$ cat config.mk
export PLATFORM = sky130hd
export DESIGN_NAME = conv_ctrl
export DESIGN_NICKNAME = d
export VERILOG_FILES = /design/src/rtl/conv_pkg.sv /design/src/rtl/conv_vld_pipe.sv /design/src/rtl/conv_ctrl.sv
export SDC_FILE = /design/constraint.sdc
export NUM_CORES = 1
export LEC_CHECK = 0
export ABC_AREA = 1
export CORE_ASPECT_RATIO = 0.7
export CORE_MARGIN = 2
export CORE_UTILIZATION = 30
export DETAILED_ROUTE_END_ITERATION = 7
export SYNTH_ARGS = -nofsm -noshare
export SYNTH_HDL_FRONTEND = slang
export SYNTH_SLANG_ARGS = --single-unit
$ cat constraint.sdc
create_clock -name clk -period 6.4 [get_ports clk]
set_input_delay 1.28 -clock clk [delete_from_list [all_inputs] [get_ports clk]]
set_output_delay 1.28 -clock clk [all_outputs]
set_load 0.1 [all_outputs]
$ cat src/rtl/conv_pkg.sv
// Shared definitions for the convolution sequencing controller.
package conv_pkg;

    localparam int unsigned CONV_IMG_W_BITS  = 10;
    localparam int unsigned CONV_NUM_STAGES  = 5;

    typedef enum logic [3:0] {
        ST_IDLE  = 4'd0,
        ST_PRIME = 4'd1,
        ST_RUN   = 4'd2,
        ST_DRAIN = 4'd3,
        ST_DONE  = 4'd4
    } state_e;

endpackage

$ cat src/rtl/conv_vld_pipe.sv
// Valid-bit shift chain that produces the per-stage enables of the conv datapath.
module conv_vld_pipe
    import conv_pkg::*;
#(
    parameter int unsigned NUM_STAGES = CONV_NUM_STAGES
) (
    input  logic clk,
    input  logic rst_n,
    input  logic flush,
    input  logic accept,
    input  logic advance,
    output logic en_1,
    output logic en_2,
    output logic en_3,
    output logic en_4,
    output logic en_5,
    output logic v5
);

    logic [NUM_STAGES-1:0] v_q;

    // Chain only moves when the output stage is free or being drained.
    always_ff @(posedge clk or negedge rst_n) begin
        if (!rst_n) begin
            v_q <= '0;
        end else if (flush) begin
            v_q <= '0;
        end else if (advance) begin
            v_q <= {v_q[NUM_STAGES-2:0], accept};
        end
    end

    assign en_1 = accept;
    assign en_2 = advance & v_q[0];
    assign en_3 = advance & v_q[1];
    assign en_4 = advance & v_q[2];
    assign en_5 = advance & v_q[3];
    assign v5   = v_q[NUM_STAGES-1];

endmodule

$ cat src/rtl/conv_ctrl.sv
// Frame sequencer for a 5-stage 3x3 conv datapath: window intake, pipeline
// enables with backpressure, output counting and frame completion.
module conv_ctrl
    import conv_pkg::*;
#(
    parameter int unsigned IMG_W_BITS = CONV_IMG_W_BITS,
    parameter int unsigned NUM_STAGES = CONV_NUM_STAGES
) (
    input  logic                  clk,
    input  logic                  rst_n,
    input  logic                  start,
    input  logic                  abort,
    input  logic [IMG_W_BITS-1:0] cfg_width,
    input  logic [IMG_W_BITS-1:0] cfg_height,
    input  logic                  win_valid,
    output logic                  win_ready,
    input  logic                  out_ready,
    output logic                  out_valid,
    output logic                  out_last,
    output logic                  en_1,
    output logic                  en_2,
    output logic                  en_3,
    output logic                  en_4,
    output logic                  en_5,
    output logic [3:0]            state,
    output logic                  busy,
    output logic                  done,
    output logic                  coe_lock
);

    localparam int unsigned CNT_W = 2 * IMG_W_BITS;

    state_e                st_q;
    state_e                st_c;
    logic [IMG_W_BITS-1:0] width_q;
    logic [IMG_W_BITS-1:0] height_q;
    logic [IMG_W_BITS-1:0] col_q;
    logic [IMG_W_BITS-1:0] row_q;
    logic [CNT_W-1:0]      out_cnt_q;
    logic [CNT_W-1:0]      last_idx;
    logic                  v5;
    logic                  advance;
    logic                  accept;
    logic                  out_hs;
    logic                  last_col;
    logic                  last_row;

    // Unused encodings behave as IDLE.
    always_comb begin
        st_c = ST_IDLE;
        case (st_q)
            ST_IDLE, ST_PRIME, ST_RUN, ST_DRAIN, ST_DONE: st_c = st_q;
            default:                                      st_c = ST_IDLE;
        endcase
    end

    assign advance   = !(v5 && !out_ready);
    assign win_ready = (st_c == ST_RUN) && advance;
    assign accept    = win_valid && win_ready;
    assign out_hs    = v5 && out_ready;
    assign last_idx  = CNT_W'(width_q) * CNT_W'(height_q) - CNT_W'(1);
    assign last_col  = (col_q == width_q - IMG_W_BITS'(1));
    assign last_row  = (row_q == height_q - IMG_W_BITS'(1));

    conv_vld_pipe #(
        .NUM_STAGES (NUM_STAGES)
    ) u_vld_pipe (
        .clk     (clk),
        .rst_n   (rst_n),
        .flush   (abort),
        .accept  (accept),
        .advance (advance),
        .en_1    (en_1),
        .en_2    (en_2),
        .en_3    (en_3),
        .en_4    (en_4),
        .en_5    (en_5),
        .v5      (v5)
    );

    // Frame FSM with window (col/row) and output-handshake counters.
    always_ff @(posedge clk or negedge rst_n) begin
        if (!rst_n) begin
            st_q      <= ST_IDLE;
            width_q   <= '0;
            height_q  <= '0;
            col_q     <= '0;
            row_q     <= '0;
            out_cnt_q <= '0;
        end else if (abort) begin
            st_q      <= ST_IDLE;
            col_q     <= '0;
            row_q     <= '0;
            out_cnt_q <= '0;
        end else begin
            if (out_hs) begin
                out_cnt_q <= out_cnt_q + CNT_W'(1);
            end
            case (st_c)
                ST_IDLE: begin
                    if (start) begin
                        width_q   <= cfg_width;
                        height_q  <= cfg_height;
                        col_q     <= '0;
                        row_q     <= '0;
                        out_cnt_q <= '0;
                        st_q      <= (cfg_width == '0 || cfg_height == '0) ? ST_DONE : ST_PRIME;
                    end
                end
                ST_PRIME: st_q <= ST_RUN;
                ST_RUN: begin
                    if (accept) begin
                        if (last_col) begin
                            col_q <= '0;
                            if (last_row) begin
                                st_q <= ST_DRAIN;
                            end else begin
                                row_q <= row_q + IMG_W_BITS'(1);
                            end
                        end else begin
                            col_q <= col_q + IMG_W_BITS'(1);
                        end
                    end
                end
                ST_DRAIN: begin
                    if (out_hs && out_last) begin
                        st_q <= ST_DONE;
                    end
                end
                ST_DONE: st_q <= ST_IDLE;
                default: st_q <= ST_IDLE;
            endcase
        end
    end

    assign out_valid = v5;
    assign out_last  = v5 && (out_cnt_q == last_idx);
    assign state     = st_c;
    assign busy      = (st_c != ST_IDLE);
    assign done      = (st_c == ST_DONE);
    assign coe_lock  = (st_c == ST_PRIME) || (st_c == ST_RUN) || (st_c == ST_DRAIN);

endmodule

==> impl_metrics.ini <==
[logic_synthesis]
most_frequent_cell_after_synthesis = sky130_fd_sc_hd__nand2_1
yosysTopAreaCell = sky130_fd_sc_hd__dfrtp_1
most_common_library_cells_after_synthesis = 290 x sky130_fd_sc_hd__nand2_1, 209 x sky130_fd_sc_hd__inv_1, 98 x sky130_fd_sc_hd__nor2_1
yosys_warnings = 0
yosys_register_bits = 68
synth_top_area_share = 0.208
yosys-top-cells-area = sky130_fd_sc_hd__dfrtp_1 21%, sky130_fd_sc_hd__fa_1 17%, sky130_fd_sc_hd__nand2_1 13%
ys.flop_type = sky130_fd_sc_hd__dfrtp_1
synth.distinct_cells = 47
synth.cell_area_um2 = 8190
synth_sequential_area_ratio = 0.208
synth_cells = 1108
synth_area_per_inst_um2 = 7.39
mappedNetlistNets = 1266
synth_enable_flop_cells = 0
synthArstFlopShare = 1.00

[die]
ioPinCount = 41
floorplan.die_area_um2 = 28700
dieHeight_um = 142
rows = 50
die_x_um = 202
core_region_area_um2 = 26800
initial_core_util = 0.306

[placed_design]
detailedPlacementHpwl_mm = 16.9
place_congestion = 0.880
numPortBuffers = 39
dpl.cell_count = 1520

[setup_path]
crit_path_start_kind = flop
worstRegToRegCells = 25
critical-path-slowest-cell = sky130_fd_sc_hd__fa_1
regToRegEndpoint = st_q[1]$_DFFE_PN0P_
cp_num_cells = 21
timing.critical_path.fanout_max = 7
crit_type = flop to primary output
crit_required_ns = 5.12
r2r_start = height_q[4]$_DFFE_PN0P_
critPathBufInv = 4
timing.critical_path.cells = nand2_2, fa_1, fa_1, fa_1, fa_1, fa_1, inv_1, ha_4, nand2_1, inv_2, buf_4, nand2_1, nor2_2, nand2_2, nand3_1, nand2_1, nand2_1, nand2_1, nor2_2, and3_4, buf_12
regToRegSetupSlack_ns = 1.03
cp_top_delay_family = adder cells
cpPeakStageDelay_ns = 0.58
worst-endpoint-arrival_ns = 5.11
crit_path_end_kind = primary output

[layout]
multiInputGateArea_um2 = 5910
drive_above_1_share = 0.171
final_nets = 1348
end_of_flow_core_utilization = 0.378
area.growth.synth_to_final_pct = 23.7
diodes = 0
filler_cell_count = 2823
post_layout_instance_count_excluding_filler_cells = 1559
regArea_um2 = 1720

[timing]
finClkSkew_ns = 0.0110
max_freq_ghz = 0.157
rsz0062_at_grt = true
timing.slew.headroom = 0.351
finalHoldViolCount = 0
worst-slew-pin-transition_ns = 0.971
post-route-period-util = 0.998
timing.final.crit_period_ns = 6.39
finalSetupTns_ns = 0
slew_limit_fails = 0
setup-violations-final = 0

[grt]
grt_start_max_net_pins = 69
antenna_violations_before_repair = 0
number_of_global_route_vias_before_repair = 7190
first_pass_grt_wire_length_mm = 36.1
globalRouteTotalUtil = 0.158
grt_overflow_total = 0

[cts]
clkSlewWorstSetupHoldPaths_ns = 0.07
cts_sinks = 68
htree_num_levels = 3
tritoncts.num_buffers = 9
ctsRootBufferMaster = sky130_fd_sc_hd__clkbuf_16
cts-root-to-sink-buffers = 2
clkLatencyLatePin_ns = 0.35
tritoncts = done

[min_path]
timing.hold.worst.start = u_vld_pipe.v_q[1]$_DFFE_PN0P_
hold-path-endpoint = u_vld_pipe.v_q[2]$_DFFE_PN0P_
worstHoldPathCells = 2
timing.hold.worst.class = flop to flop

[routing]
drc = 0
via_per_inst = 4.52
antenna_violating_nets_post_route = 0
dr.pass1.iters = 5
routed_wirelength_mm = 21.3
first_drt_iteration_drcs = 386
vias = 7047
detail_route.wl_per_cell_um = 13.7

[job]
timing.max_cap.violations = 0

[outcome]
run_status = completed
[sequential cells by signal, summed over array words and instances, names as in the netlist]
| register | cells |
|---|---|
| col_q | 10 |
| height_q | 10 |
| out_cnt_q | 20 |
| row_q | 10 |
| st_q | 3 |
| u_vld_pipe.v_q | 5 |
| width_q | 10 |
[logic make-up (layout without fill, tap and decap cells)]
group,count (synthesis),count (layout),share of synthesized area
AND/OR/NAND/NOR,518,518,0.277
multiplexers,9,9,0.0124
adder cells (fa/ha/maj),132,132,0.266
buffers and inverters,244,331,0.117
flip-flops,68,68,0.208
other,1,1,0.000458
XOR/XNOR,63,63,0.0674
AO/OA/AOI/OAI,73,73,0.0525
[through the flow]
step | setup slack, ns | hold WS, ns | area, um2
global placement | 0.0327 | 0.492 | 9180
CTS | 0.000263 | 0.519 | 9950
finish | 0.0108 | 0.515 | 10100
global route | -0.267 | 0.546 | 10100
detailed placement | -0.0507 | 0.500 | 9180
floorplan | 0.0351 | 0.478 | 8190
[cell type report]
class                   instances  area share
inverters                     215      0.0799
multi-input cells             796       0.583
flip-flops and latches         68       0.170
clock buffers                   9      0.0222
well taps                     364      0.0449
clock inverters                 7     0.00741
repair buffers                100      0.0925
[per-layer routing]
layer | global-route usage | up-vias | routed length (um)
li1 | - | 3569 | -
met1 | 0.231 | 3325 | 11200
met2 | 0.241 | 135 | 8860
met3 | 0.0307 | 18 | 1080
met4 | 0.0333 | 0 | 214
met5 | 0 | - | 0
[worst reg2reg max path, stage by stage (launching register included)]
cell	delay (ns)
sky130_fd_sc_hd__dfrtp_2	0.40
sky130_fd_sc_hd__buf_12	0.12
sky130_fd_sc_hd__nand2_1	0.07
sky130_fd_sc_hd__fa_1	0.57
sky130_fd_sc_hd__fa_1	0.45
sky130_fd_sc_hd__fa_1	0.52
sky130_fd_sc_hd__fa_1	0.44
sky130_fd_sc_hd__fa_1	0.54
sky130_fd_sc_hd__inv_1	0.06
sky130_fd_sc_hd__ha_4	0.26
sky130_fd_sc_hd__nand2_4	0.10
sky130_fd_sc_hd__inv_1	0.06
sky130_fd_sc_hd__a21oi_2	0.18
sky130_fd_sc_hd__inv_1	0.08
sky130_fd_sc_hd__a21oi_2	0.14
sky130_fd_sc_hd__nand2_1	0.06
sky130_fd_sc_hd__nand2_1	0.05
sky130_fd_sc_hd__nand3_1	0.07
sky130_fd_sc_hd__nor2_2	0.15
sky130_fd_sc_hd__buf_4	0.12
sky130_fd_sc_hd__buf_4	0.09
sky130_fd_sc_hd__nand4_1	0.26
sky130_fd_sc_hd__nand2_1	0.22
sky130_fd_sc_hd__nand2_1	0.11
sky130_fd_sc_hd__nand2_1	0.07
sky130_fd_sc_hd__nand2_1	0.05
[placed cells by master, fill, tap and decap left out, drive strengths merged]
cell type	n
nand2	293
inv	216
nor2	103
fa	70
dfrtp	68
buf	63
nand3	62
ha	62
xor2	42
clkdlybuf4s50	37
a21oi	33
o21ai	31
nor3	24
xnor2	21
nor4	12
nand4	11
mux2	9
clkbuf	9
nand3b	7
o22ai	4
clkinvlp	3
o21a	2
and2	2
or2	2
clkinv	2
a211oi	1
and3	1
o2111ai	1
nor3b	1
a31o	1
conb	1
bufinv	1
[worst max-delay path by stage]
stage                                  startpoint  endpoint  slack, ns
after detailed placement   width_q[4]$_DFFE_PN0P_  out_last      -0.05
after CTS                 height_q[4]$_DFFE_PN0P_  out_last     0.0003
final                      width_q[6]$_DFFE_PN0P_  out_last       0.01
after global placement     width_q[4]$_DFFE_PN0P_  out_last       0.03
after floorplan            width_q[3]$_DFFE_PN0P_  out_last       0.04
after global routing       width_q[6]$_DFFE_PN0P_  out_last      -0.27
[repair_timing]
action,in CTS,in global routing
hold buffers,0,0
resized for setup,82,23
buffers inserted,15,8
pin swaps,29,31
setup endpoints to repair,1,1
Power is not shown: default switching activity piles up to over one toggle a cycle in this logic, so the estimate is an artifact.
